## config.mk

```make
export PLATFORM = sky130hd
export DESIGN_NAME = obi_arbiter_2_to_1_flat
export DESIGN_NICKNAME = d
export VERILOG_FILES = /design/src/rtl/obi_pkg.sv /design/src/rtl/obi_arbiter_2_to_1_if.sv /design/src/rtl/obi_id_fifo.sv /design/src/rtl/obi_arbiter_2_to_1.sv /design/src/flat_wrapper.sv
export SDC_FILE = /design/constraint.sdc
export NUM_CORES = 1
export LEC_CHECK = 0
export BUFFER_PORTS_ARGS = -buffer_cell sky130_fd_sc_hd__buf_4
export CORE_AREA = 2 2 123 125
export DETAILED_ROUTE_END_ITERATION = 16
export DIE_AREA = 0 0 125 127
export GPL_TIMING_DRIVEN = 0
export PLACE_DENSITY = 0.46
export SYNTH_ARGS = -nofsm -noshare
export SYNTH_HDL_FRONTEND = slang
export SYNTH_HIERARCHICAL = 1
export SYNTH_SLANG_ARGS = --single-unit
```

## constraint.sdc

```tcl
create_clock -name clk_i -period 1.9 [get_ports clk_i]
set_input_delay 0.285 -clock clk_i [delete_from_list [all_inputs] [get_ports clk_i]]
set_output_delay 0.285 -clock clk_i [all_outputs]
set_load 0.05 [all_outputs]
```

## src/rtl/obi_pkg.sv

```systemverilog
// Shared OBI types and master-ID constants used by the arbiter, the address
// demux and the memory-side adapters.
package obi_pkg;

    localparam logic M0_ID = 1'b0;
    localparam logic M1_ID = 1'b1;

    typedef struct packed {
        logic        req;
        logic [31:0] addr;
        logic        we;
        logic [3:0]  be;
        logic [31:0] wdata;
    } obi_req_t;

    typedef struct packed {
        logic        gnt;
        logic        rvalid;
        logic [31:0] rdata;
    } obi_rsp_t;

endpackage

```

## src/rtl/obi_arbiter_2_to_1_if.sv

```systemverilog
// One OBI link: the address phase flows master -> slave, the grant and the
// response flow back.
interface obi_arbiter_2_to_1_if;

    logic        req;
    logic        gnt;
    logic [31:0] addr;
    logic        we;
    logic [3:0]  be;
    logic [31:0] wdata;
    logic        rvalid;
    logic [31:0] rdata;

    modport master (
        output req, addr, we, be, wdata,
        input  gnt, rvalid, rdata
    );

    modport slave (
        input  req, addr, we, be, wdata,
        output gnt, rvalid, rdata
    );

endinterface

```

## src/rtl/obi_id_fifo.sv

```systemverilog
// In-order FIFO of 1-bit master IDs, one entry per outstanding transaction.
// Pushes are ignored when full and pops when empty.
module obi_id_fifo #(
    parameter  int unsigned DEPTH = 2,
    localparam int unsigned CW    = $clog2(DEPTH + 1)
) (
    input  logic          clk_i,
    input  logic          rst_i,
    input  logic          push_i,
    input  logic          id_i,
    input  logic          pop_i,
    output logic          id_o,
    output logic          full_o,
    output logic          empty_o,
    output logic [CW-1:0] count_o
);

    localparam int unsigned PW = (DEPTH > 1) ? $clog2(DEPTH) : 1;

    logic          mem_q [DEPTH];
    logic [PW-1:0] wr_ptr_q, wr_ptr_d;
    logic [PW-1:0] rd_ptr_q, rd_ptr_d;
    logic [CW-1:0] count_q, count_d;
    logic          do_push, do_pop;

    // Pointers wrap at DEPTH, which need not be a power of two.
    function automatic logic [PW-1:0] next_ptr(input logic [PW-1:0] p);
        return (p == PW'(DEPTH - 1)) ? '0 : p + 1'b1;
    endfunction

    assign full_o  = (count_q == CW'(DEPTH));
    assign empty_o = (count_q == '0);
    assign count_o = count_q;
    assign id_o    = mem_q[rd_ptr_q];
    assign do_push = push_i & ~full_o;
    assign do_pop  = pop_i & ~empty_o;

    always_comb begin
        wr_ptr_d = do_push ? next_ptr(wr_ptr_q) : wr_ptr_q;
        rd_ptr_d = do_pop  ? next_ptr(rd_ptr_q) : rd_ptr_q;
        count_d  = count_q;
        if (do_push && !do_pop) begin
            count_d = count_q + CW'(1);
        end else if (do_pop && !do_push) begin
            count_d = count_q - CW'(1);
        end
    end

    always_ff @(posedge clk_i or posedge rst_i) begin
        if (rst_i) begin
            wr_ptr_q <= '0;
            rd_ptr_q <= '0;
            count_q  <= '0;
        end else begin
            wr_ptr_q <= wr_ptr_d;
            rd_ptr_q <= rd_ptr_d;
            count_q  <= count_d;
        end
    end

    always_ff @(posedge clk_i) begin
        if (do_push) begin
            mem_q[wr_ptr_q] <= id_i;
        end
    end

endmodule

```

## src/rtl/obi_arbiter_2_to_1.sv

```systemverilog
// Round-robin 2-to-1 OBI arbiter: combinational address path with a grant lock,
// and in-order response routing through an ID FIFO.
module obi_arbiter_2_to_1
    import obi_pkg::*;
#(
    parameter int unsigned MAX_OUTSTANDING = 2
) (
    input  logic                   clk_i,
    input  logic                   rst_i,
    obi_arbiter_2_to_1_if.slave    m0_bus,
    obi_arbiter_2_to_1_if.slave    m1_bus,
    obi_arbiter_2_to_1_if.master   dn_bus,
    output logic                   err_o
);

    localparam int unsigned CW = $clog2(MAX_OUTSTANDING + 1);

    obi_req_t      m0_req, m1_req, sel_req;
    logic          sel;
    logic          locked_q, locked_d;
    logic          lock_q, lock_d;
    logic          last_q, last_d;
    logic          req_fwd, handshake, rsp_ok;
    logic          fifo_full, fifo_empty, head_id;
    logic [CW-1:0] id_count;

    // A pending (locked) selection overrides round-robin until it is granted.
    always_comb begin
        m0_req = '{req: m0_bus.req, addr: m0_bus.addr, we: m0_bus.we,
                   be: m0_bus.be, wdata: m0_bus.wdata};
        m1_req = '{req: m1_bus.req, addr: m1_bus.addr, we: m1_bus.we,
                   be: m1_bus.be, wdata: m1_bus.wdata};
        if (locked_q) begin
            sel = lock_q;
        end else if (m0_req.req && m1_req.req) begin
            sel = ~last_q;
        end else if (m1_req.req) begin
            sel = M1_ID;
        end else begin
            sel = M0_ID;
        end
        sel_req = (sel == M1_ID) ? m1_req : m0_req;
    end

    assign req_fwd   = sel_req.req & ~fifo_full & ~rst_i;
    assign handshake = req_fwd & dn_bus.gnt;

    assign dn_bus.req   = req_fwd;
    assign dn_bus.addr  = sel_req.addr;
    assign dn_bus.we    = sel_req.we;
    assign dn_bus.be    = sel_req.be;
    assign dn_bus.wdata = sel_req.wdata;

    assign m0_bus.gnt = handshake & (sel == M0_ID);
    assign m1_bus.gnt = handshake & (sel == M1_ID);

    // Responses with nothing outstanding are dropped and flagged.
    assign rsp_ok        = dn_bus.rvalid & ~fifo_empty & ~rst_i;
    assign m0_bus.rvalid = rsp_ok & (head_id == M0_ID);
    assign m1_bus.rvalid = rsp_ok & (head_id == M1_ID);
    assign m0_bus.rdata  = dn_bus.rdata;
    assign m1_bus.rdata  = dn_bus.rdata;
    assign err_o         = dn_bus.rvalid & fifo_empty & ~rst_i;

    always_comb begin
        locked_d = locked_q;
        lock_d   = lock_q;
        last_d   = last_q;
        if (handshake) begin
            locked_d = 1'b0;
            last_d   = sel;
        end else if (req_fwd) begin
            locked_d = 1'b1;
            lock_d   = sel;
        end
    end

    always_ff @(posedge clk_i or posedge rst_i) begin
        if (rst_i) begin
            locked_q <= 1'b0;
            lock_q   <= M0_ID;
            last_q   <= M1_ID;
        end else begin
            locked_q <= locked_d;
            lock_q   <= lock_d;
            last_q   <= last_d;
        end
    end

    obi_id_fifo #(
        .DEPTH (MAX_OUTSTANDING)
    ) u_id_fifo (
        .clk_i   (clk_i),
        .rst_i   (rst_i),
        .push_i  (handshake),
        .id_i    (sel),
        .pop_i   (rsp_ok),
        .id_o    (head_id),
        .full_o  (fifo_full),
        .empty_o (fifo_empty),
        .count_o (id_count)
    );

endmodule

```

## src/flat_wrapper.sv

```systemverilog
// flat-port wrapper written by rule: the top's interface ports become plain ports
module obi_arbiter_2_to_1_flat import obi_pkg::*;
#(
    parameter int unsigned MAX_OUTSTANDING = 2
)
  (clk_i, rst_i, err_o, m0_bus_req, m0_bus_addr, m0_bus_we, m0_bus_be, m0_bus_wdata, m0_bus_gnt, m0_bus_rvalid, m0_bus_rdata, m1_bus_req, m1_bus_addr, m1_bus_we, m1_bus_be, m1_bus_wdata, m1_bus_gnt, m1_bus_rvalid, m1_bus_rdata, dn_bus_req, dn_bus_addr, dn_bus_we, dn_bus_be, dn_bus_wdata, dn_bus_gnt, dn_bus_rvalid, dn_bus_rdata);
  obi_arbiter_2_to_1_if m0_bus_i ();
  obi_arbiter_2_to_1_if m1_bus_i ();
  obi_arbiter_2_to_1_if dn_bus_i ();
  input  logic clk_i;
  input  logic rst_i;
  output logic err_o;
  input wire logic [$bits(m0_bus_i.req)-1:0] m0_bus_req;
  input wire logic [$bits(m0_bus_i.addr)-1:0] m0_bus_addr;
  input wire logic [$bits(m0_bus_i.we)-1:0] m0_bus_we;
  input wire logic [$bits(m0_bus_i.be)-1:0] m0_bus_be;
  input wire logic [$bits(m0_bus_i.wdata)-1:0] m0_bus_wdata;
  output wire logic [$bits(m0_bus_i.gnt)-1:0] m0_bus_gnt;
  output wire logic [$bits(m0_bus_i.rvalid)-1:0] m0_bus_rvalid;
  output wire logic [$bits(m0_bus_i.rdata)-1:0] m0_bus_rdata;
  input wire logic [$bits(m1_bus_i.req)-1:0] m1_bus_req;
  input wire logic [$bits(m1_bus_i.addr)-1:0] m1_bus_addr;
  input wire logic [$bits(m1_bus_i.we)-1:0] m1_bus_we;
  input wire logic [$bits(m1_bus_i.be)-1:0] m1_bus_be;
  input wire logic [$bits(m1_bus_i.wdata)-1:0] m1_bus_wdata;
  output wire logic [$bits(m1_bus_i.gnt)-1:0] m1_bus_gnt;
  output wire logic [$bits(m1_bus_i.rvalid)-1:0] m1_bus_rvalid;
  output wire logic [$bits(m1_bus_i.rdata)-1:0] m1_bus_rdata;
  output wire logic [$bits(dn_bus_i.req)-1:0] dn_bus_req;
  output wire logic [$bits(dn_bus_i.addr)-1:0] dn_bus_addr;
  output wire logic [$bits(dn_bus_i.we)-1:0] dn_bus_we;
  output wire logic [$bits(dn_bus_i.be)-1:0] dn_bus_be;
  output wire logic [$bits(dn_bus_i.wdata)-1:0] dn_bus_wdata;
  input wire logic [$bits(dn_bus_i.gnt)-1:0] dn_bus_gnt;
  input wire logic [$bits(dn_bus_i.rvalid)-1:0] dn_bus_rvalid;
  input wire logic [$bits(dn_bus_i.rdata)-1:0] dn_bus_rdata;
  assign m0_bus_i.req = m0_bus_req;
  assign m0_bus_i.addr = m0_bus_addr;
  assign m0_bus_i.we = m0_bus_we;
  assign m0_bus_i.be = m0_bus_be;
  assign m0_bus_i.wdata = m0_bus_wdata;
  assign m0_bus_gnt = m0_bus_i.gnt;
  assign m0_bus_rvalid = m0_bus_i.rvalid;
  assign m0_bus_rdata = m0_bus_i.rdata;
  assign m1_bus_i.req = m1_bus_req;
  assign m1_bus_i.addr = m1_bus_addr;
  assign m1_bus_i.we = m1_bus_we;
  assign m1_bus_i.be = m1_bus_be;
  assign m1_bus_i.wdata = m1_bus_wdata;
  assign m1_bus_gnt = m1_bus_i.gnt;
  assign m1_bus_rvalid = m1_bus_i.rvalid;
  assign m1_bus_rdata = m1_bus_i.rdata;
  assign dn_bus_req = dn_bus_i.req;
  assign dn_bus_addr = dn_bus_i.addr;
  assign dn_bus_we = dn_bus_i.we;
  assign dn_bus_be = dn_bus_i.be;
  assign dn_bus_wdata = dn_bus_i.wdata;
  assign dn_bus_i.gnt = dn_bus_gnt;
  assign dn_bus_i.rvalid = dn_bus_rvalid;
  assign dn_bus_i.rdata = dn_bus_rdata;
  obi_arbiter_2_to_1 #(.MAX_OUTSTANDING(MAX_OUTSTANDING)) u_core (.clk_i(clk_i), .rst_i(rst_i), .m0_bus(m0_bus_i), .m1_bus(m1_bus_i), .dn_bus(dn_bus_i), .err_o(err_o));
endmodule
```

# Word level (Yosys, flattened, before mapping)
# Memories as Yosys holds them, arrays and structs flattened.
# Index checks and enable logic that the tools add are counted.
# classes
add_sub_neg	4
eq_ne	1
mux	12
n_bitwise	20
n_reduce_logical	9
# ops
op	count
70-bit two-way mux	1
1-bit bitwise AND	13
1-bit two-way mux	9
1-bit inverter	7
2-bit two-way mux	2
2-bit nonzero test	2
1-bit logical AND	3
1-bit adder (second input constant)	2
2-bit by 1-bit adder with 2-bit output (second input constant)	1
2-bit == test (second input constant)	1
1-bit logical NOT	2
2-bit logical NOT	1
2-bit AND reduction	1
2-bit by 1-bit subtractor with 2-bit output (second input constant)	1
# word_totals
regBits	7
ramBits	2
input_bits	176
out_inout_bits	139
wordCells	53
n_memories	1
# mem_list
name	depth	width	rd	rd_ports_with_merged_regs	write_ports	line_no	rtl
u_core.u_id_fifo.mem_q	2	1	1	0	1	obi_id_fifo.sv:20	logic mem_q [DEPTH];

# Longest topological paths before layout
# logic_depth
depth_word	12
depth_mapped	11
ltp_nobuf	11

# Hierarchy
# The synthesis kept the hierarchy.
# by_module_without_submodules
mod	n_inst	cells_per_inst	area_each_um2	seq_area_each_um2
obi_arbiter_2_to_1	1	171	1590.3	76.3
obi_id_fifo	1	23	271.5	160.2

# Worst setup path after synthesis
# OpenSTA, ideal clock, no wires.
# synth_path
path_type	flip-flop to output port
start	reg u_core.last_q
end	out m0_bus_gnt
t_arrival_ns	1.692
t_required_ns	1.615
setup_slack_ns	-0.077
stages_incl_launch_ff	5
cell_sequence	dfstp_2 -> nand2_1 -> a22oi_4 -> inv_1 -> nor2_1
# synth_between
elab_chain_cells	8
word_cells_on_any_way	9
classes_between	mux (3); bitwise (6)
# synth_lines
item	line_no	rtl
start: declaration	obi_arbiter_2_to_1.sv:22	logic last_q, last_d;
start signal: assignment	obi_arbiter_2_to_1.sv:86	last_q <= last_d;
1-bit inverter (*)	obi_arbiter_2_to_1.sv:36	sel = ~last_q;
1-bit two-way mux (*)	obi_arbiter_2_to_1.sv:35	end else if (m0_req.req && m1_req.req) begin
1-bit two-way mux (*)	obi_arbiter_2_to_1.sv:33	if (locked_q) begin
via u_core.sel	obi_arbiter_2_to_1.sv:19	logic sel;
70-bit two-way mux	obi_arbiter_2_to_1.sv:42	sel_req = (sel == M1_ID) ? m1_req : m0_req;
1-bit bitwise AND (2 in series)	obi_arbiter_2_to_1.sv:45	assign req_fwd = sel_req.req & ~fifo_full & ~rst_i;
1-bit bitwise AND	obi_arbiter_2_to_1.sv:46	assign handshake = req_fwd & dn_bus.gnt;
1-bit bitwise AND (*)	obi_arbiter_2_to_1.sv:54	assign m0_bus.gnt = handshake & (sel == M0_ID);
end: declaration	flat_wrapper.sv:18	output wire logic [$bits(m0_bus_i.gnt)-1:0] m0_bus_gnt;
# The timed path passes the listed nets; every way through them passes the cells marked *.

# Final worst setup path
# layout_path
start	reg u_core.last_q
end	out dn_bus_wdata[25]
# layout_between
elab_chain_cells	4
# layout_lines
item	line_no	rtl
1-bit inverter	obi_arbiter_2_to_1.sv:36	
1-bit two-way mux	obi_arbiter_2_to_1.sv:35	
1-bit two-way mux	obi_arbiter_2_to_1.sv:33	
70-bit two-way mux	obi_arbiter_2_to_1.sv:42	
end: declaration	flat_wrapper.sv:33	output wire logic [$bits(dn_bus_i.wdata)-1:0] dn_bus_wdata;
# Every way passes these cells.

==> report_table.html <==
<table>
<tr><th>Metric</th><th>Value</th></tr>
<tr><th colspan="2">STA</th></tr>
<tr><td>Clock tree skew after final layout</td><td>1.23 ps</td></tr>
<tr><td>Remaining max-slew budget at the tightest pin</td><td>76.8%</td></tr>
<tr><td>Final Critical Period</td><td>2110 ps</td></tr>
<tr><td>Final period util</td><td>111%</td></tr>
<tr><td>Number of pins with negative max-slew slack in the final report</td><td>0</td></tr>
<tr><td>Hold violation count in the final report</td><td>0</td></tr>
<tr><td>Highest clock rate</td><td>0.473 GHz</td></tr>
<tr><td>Worst Max-Slew Pin Slew</td><td>346 ps</td></tr>
<tr><td>Post-route worst setup slack</td><td>-214 ps</td></tr>
<tr><td>Worst hold margin</td><td>330 ps</td></tr>
<tr><td>Final sum of negative setup slack</td><td>-12940 ps</td></tr>
<tr><td>Endpoints failing setup</td><td>69</td></tr>
<tr><td>Unrepaired setup endpoints after global routing</td><td>yes</td></tr>
<tr><th colspan="2">Clock tree</th></tr>
<tr><td>Clock insertion delay at the later pin of the skew report</td><td>230 ps</td></tr>
<tr><td>Clock Root Buffer</td><td>clkbuf_16</td></tr>
<tr><td>H-Tree Level Count</td><td>1</td></tr>
<tr><td>Buffer levels on the longest clock path</td><td>2</td></tr>
<tr><td>TritonCTS Buffers</td><td>3</td></tr>
<tr><td>TritonCTS clock tree</td><td>done</td></tr>
<tr><td>Clock Sink Count</td><td>9</td></tr>
<tr><td>Clock Pin Slew Worst Setup and Hold Paths</td><td>40 ps</td></tr>
<tr><th colspan="2">Power</th></tr>
<tr><td>PD cells</td><td>1450 nW/um2</td></tr>
<tr><td>Portion of total power attributed to combinational logic</td><td>88.8%</td></tr>
<tr><td>Leak pwr</td><td>2.49 nW</td></tr>
<tr><td>Share of total power consumed by net switching</td><td>53.0%</td></tr>
<tr><td>Fraction of power consumed by the clock network</td><td>5.4%</td></tr>
<tr><td>Internal power</td><td>0.00324 W</td></tr>
<tr><td>Net Sw Power</td><td>0.00365 W</td></tr>
<tr><td>Fraction of power consumed by sequential logic</td><td>5.8%</td></tr>
<tr><td>Design Power</td><td>0.00690 W</td></tr>
<tr><td>Worst VDD drop</td><td>0.778 mV</td></tr>
<tr><th colspan="2">Synth</th></tr>
<tr><td>Synth warnings</td><td>6</td></tr>
<tr><td>Average instance area after synthesis</td><td>9.60 um2</td></tr>
<tr><td>Gate count after technology mapping</td><td>194</td></tr>
<tr><td>Total nets after synthesis</td><td>371</td></tr>
<tr><td>Proportion of synthesized flip-flops having asynchronous set or reset</td><td>77.8%</td></tr>
<tr><td>Sequential cell area fraction in the yosys report</td><td>12.7%</td></tr>
<tr><td>Most used DFF post-synth</td><td>dfrtp_1</td></tr>
<tr><td>Synthesized flop and latch total</td><td>9</td></tr>
<tr><td>Post-synthesis cell area</td><td>1860 um2</td></tr>
<tr><td>Synth cell types</td><td>31</td></tr>
<tr><td>Number of enable flip-flop cells after synthesis</td><td>2</td></tr>
<tr><th colspan="2">Place</th></tr>
<tr><td>Half-perimeter wire length after placement</td><td>8.92 mm</td></tr>
<tr><td>Port-buffer cells</td><td>282</td></tr>
<tr><td>Placer's final routability congestion estimate</td><td>0.784</td></tr>
<tr><td>Post-Place Worst Slack</td><td>-292 ps</td></tr>
<tr><th colspan="2">Global routing</th></tr>
<tr><td>GRT overflow</td><td>0</td></tr>
<tr><td>Pin count of the biggest net entering global routing</td><td>11</td></tr>
<tr><td>Vias in the first global route</td><td>2686</td></tr>
<tr><td>Number of antenna violations at the first check in global routing</td><td>0</td></tr>
<tr><td>Total routing usage reported by global routing</td><td>11.7%</td></tr>
<tr><td>Global-route wire length before repair</td><td>14.7 mm</td></tr>
<tr><th colspan="2">Job</th></tr>
<tr><td>Number of max-capacitance violations reported</td><td>0</td></tr>
<tr><th colspan="2">Setup path</th></tr>
<tr><td>Top fanout value on the critical path</td><td>10</td></tr>
<tr><td>WP data required</td><td>1620 ps</td></tr>
<tr><td>Setup crit start</td><td>u_core/last_q</td></tr>
<tr><td>Critical path start-end classification</td><td>register to output port</td></tr>
<tr><td>FF-to-FF setup slack</td><td>90 ps</td></tr>
<tr><td>Type of element launching the critical path</td><td>register</td></tr>
<tr><td>Launch point of the worst reg-to-reg path</td><td>u_core/u_id_fifo/count_o[1]</td></tr>
<tr><td>Arrival time worst endpoint</td><td>1830 ps</td></tr>
<tr><td>Category of the worst setup path capture point</td><td>output port</td></tr>
<tr><th colspan="2">Die</th></tr>
<tr><td>Die area</td><td>15900 um2</td></tr>
<tr><td>Core area</td><td>14400 um2</td></tr>
<tr><td>Number of top-level design ports</td><td>315</td></tr>
<tr><td>Vert. Die Dim</td><td>127 um</td></tr>
<tr><td>X dimension of the die</td><td>125 um</td></tr>
<tr><td>Floorplan row count</td><td>44</td></tr>
<tr><td>Starting density of the core</td><td>12.9%</td></tr>
<tr><th colspan="2">Route</th></tr>
<tr><td>Via/cell ratio</td><td>3.69</td></tr>
<tr><td>Drt first-iter violations</td><td>33</td></tr>
<tr><td>Vias</td><td>2475</td></tr>
<tr><td>Aggregate routed wire length</td><td>10.4 mm</td></tr>
<tr><td>DRT antenna net count</td><td>0</td></tr>
<tr><td>Wire length per cell after detailed routing</td><td>15.4 um</td></tr>
<tr><td>Count of TritonRoute iterations in the first routing pass</td><td>4</td></tr>
<tr><td>DRC violation count after routing</td><td>0</td></tr>
<tr><th colspan="2">Outcome</th></tr>
<tr><td>Status</td><td>finished, violations left</td></tr>
<tr><td>Failing checks</td><td>setup timing</td></tr>
<tr><th colspan="2">Final layout</th></tr>
<tr><td>Fin nets</td><td>665</td></tr>
<tr><td>Share of cells above drive strength 1</td><td>91.2%</td></tr>
<tr><td>Footprint of the multi-input gates</td><td>1130 um2</td></tr>
<tr><td>Highest-count cells in the layout ignoring fill and taps</td><td>buf_4, mux2_2, buf_6</td></tr>
<tr><td>Register cell area after layout</td><td>238 um2</td></tr>
<tr><td>Area delta synth-&gt;final</td><td>156%</td></tr>
<tr><td>Final core occ</td><td>33.1%</td></tr>
<tr><td>Antenna cell count</td><td>0</td></tr>
<tr><td>Filler Cell Count</td><td>1532</td></tr>
<tr><td>Commonest non-fill, non-tap cell in the layout</td><td>buf_4</td></tr>
<tr><th colspan="2">Min path</th></tr>
<tr><td>Path class of the lowest-slack min-delay path</td><td>input port to register</td></tr>
<tr><td>Startpoint of the most critical hold path</td><td>m1_bus_req</td></tr>
</table>
-- routing by layer --
metal | GRT usage, % | vias to the layer above | share of wire, %
li1 | - | 1193 | -
met1 | 13.1 | 1137 | 36
met2 | 22.9 | 141 | 57
met3 | 2.64 | 4 | 7.4
met4 | 1.44 | 0 | 0.46
met5 | 0 | - | 0
-- sequential cells by signal, summed over array words and instances (netlist names) --
name,flops
u_core/u_id_fifo/mem_q,2
u_core/u_id_fifo/rd_ptr_q,1
u_core/locked_q,1
u_core/lock_q,1
u_core/last_q,1
u_core/u_id_fifo/wr_ptr_q,1
u_core/u_id_fifo/count_o,2
-- Yosys cell counts (2+ instances only) --
master / n / share of area (%)
xor2_1: 2 / 0.94
nand2_1: 4 / 0.81
nand3_1: 2 / 0.54
buf_4: 64 / 26
xnor2_1: 3 / 1.4
nor2_1: 8 / 1.6
mux2_2: 70 / 42
and3_1: 2 / 0.67
buf_6: 7 / 4.2
dfrtp_1: 6 / 8.1
edfxtp_1: 2 / 3.2
inv_1: 5 / 1.0
-- cell families (layout without fill, tap and decap cells) --
family,Yosys count,count (layout),synth area share (%)
AOI/OAI and AO/OA,7,7,3.43
xor gates and xnor gates,5,5,2.35
adders and majority gates,1,1,0.672
buffers and inverters,76,369,31.0
DFF,9,9,12.7
muxes,71,71,42.9
and+or+nand+nor,25,25,6.92
-- repair_timing --
action                                  in CTS  in global routing
cloned                                       1                  0
hold endpoints to repair                     6                  0
buffers inserted                             4                  2
pin swaps                                    1                  1
endpoints found under the setup margin      72                 73
gates resized for setup                    100                 10
hold buffers                                 1                  0
-- power groups by stage --
| stage | logic (W) | registers (W) | clock network [W] |
|---|---|---|---|
| after detailed placement | 0.00526 | 0.000403 | 0 |
| final | 0.00613 | 0.000400 | 0.000370 |
| after global placement | 0.00525 | 0.000400 | 0 |
| after global routing | 0.00639 | 0.000414 | 0.000398 |
| after CTS | 0.00608 | 0.000398 | 0.000379 |
| after floorplan | 0.00380 | 0.000381 | 0 |
-- per-stage QoR --
| stage | cells | instance area (um2) |
|---|---|---|
| final | 671 | 4770 |
| after detailed placement | 660 | 4210 |
| after global placement | 660 | 4210 |
| after global routing | 671 | 4770 |
| after floorplan | 194 | 1860 |
| after CTS | 669 | 4710 |
-- critical path, stage by stage, from the launching register on --
cell and delay (ps):
dfstp_2 530, nand2_2 60, a22oi_4 170, buf_8 180, buf_8 150, mux2_2 350, buf_6 160
-- worst paths after layout --
| check | end | cells past startpoint |
|---|---|---|
| worst min-delay path | u_core/locked_q | 3 |
| worst max-delay path | dn_bus_wdata[25] | 6 |
| max in group asynchronous | u_core/last_q | 3 |
| min in group asynchronous | u_core/locked_q | 3 |
| worst min register to register | u_core/u_id_fifo/rd_ptr_q | 1 |
| worst max register to register | u_core/u_id_fifo/count_o[1] | 11 |
-- area by class of cell --
cell class | count | share of cell area, %
buffer | 70 | 12.1
clock buffer | 4 | 1.65
inverter | 5 | 0.394
multi-input combinational | 109 | 23.7
sequential | 9 | 4.99
tap | 184 | 4.83
timing repair buffer | 290 | 52.4
Power figures use the tool's default switching activity.
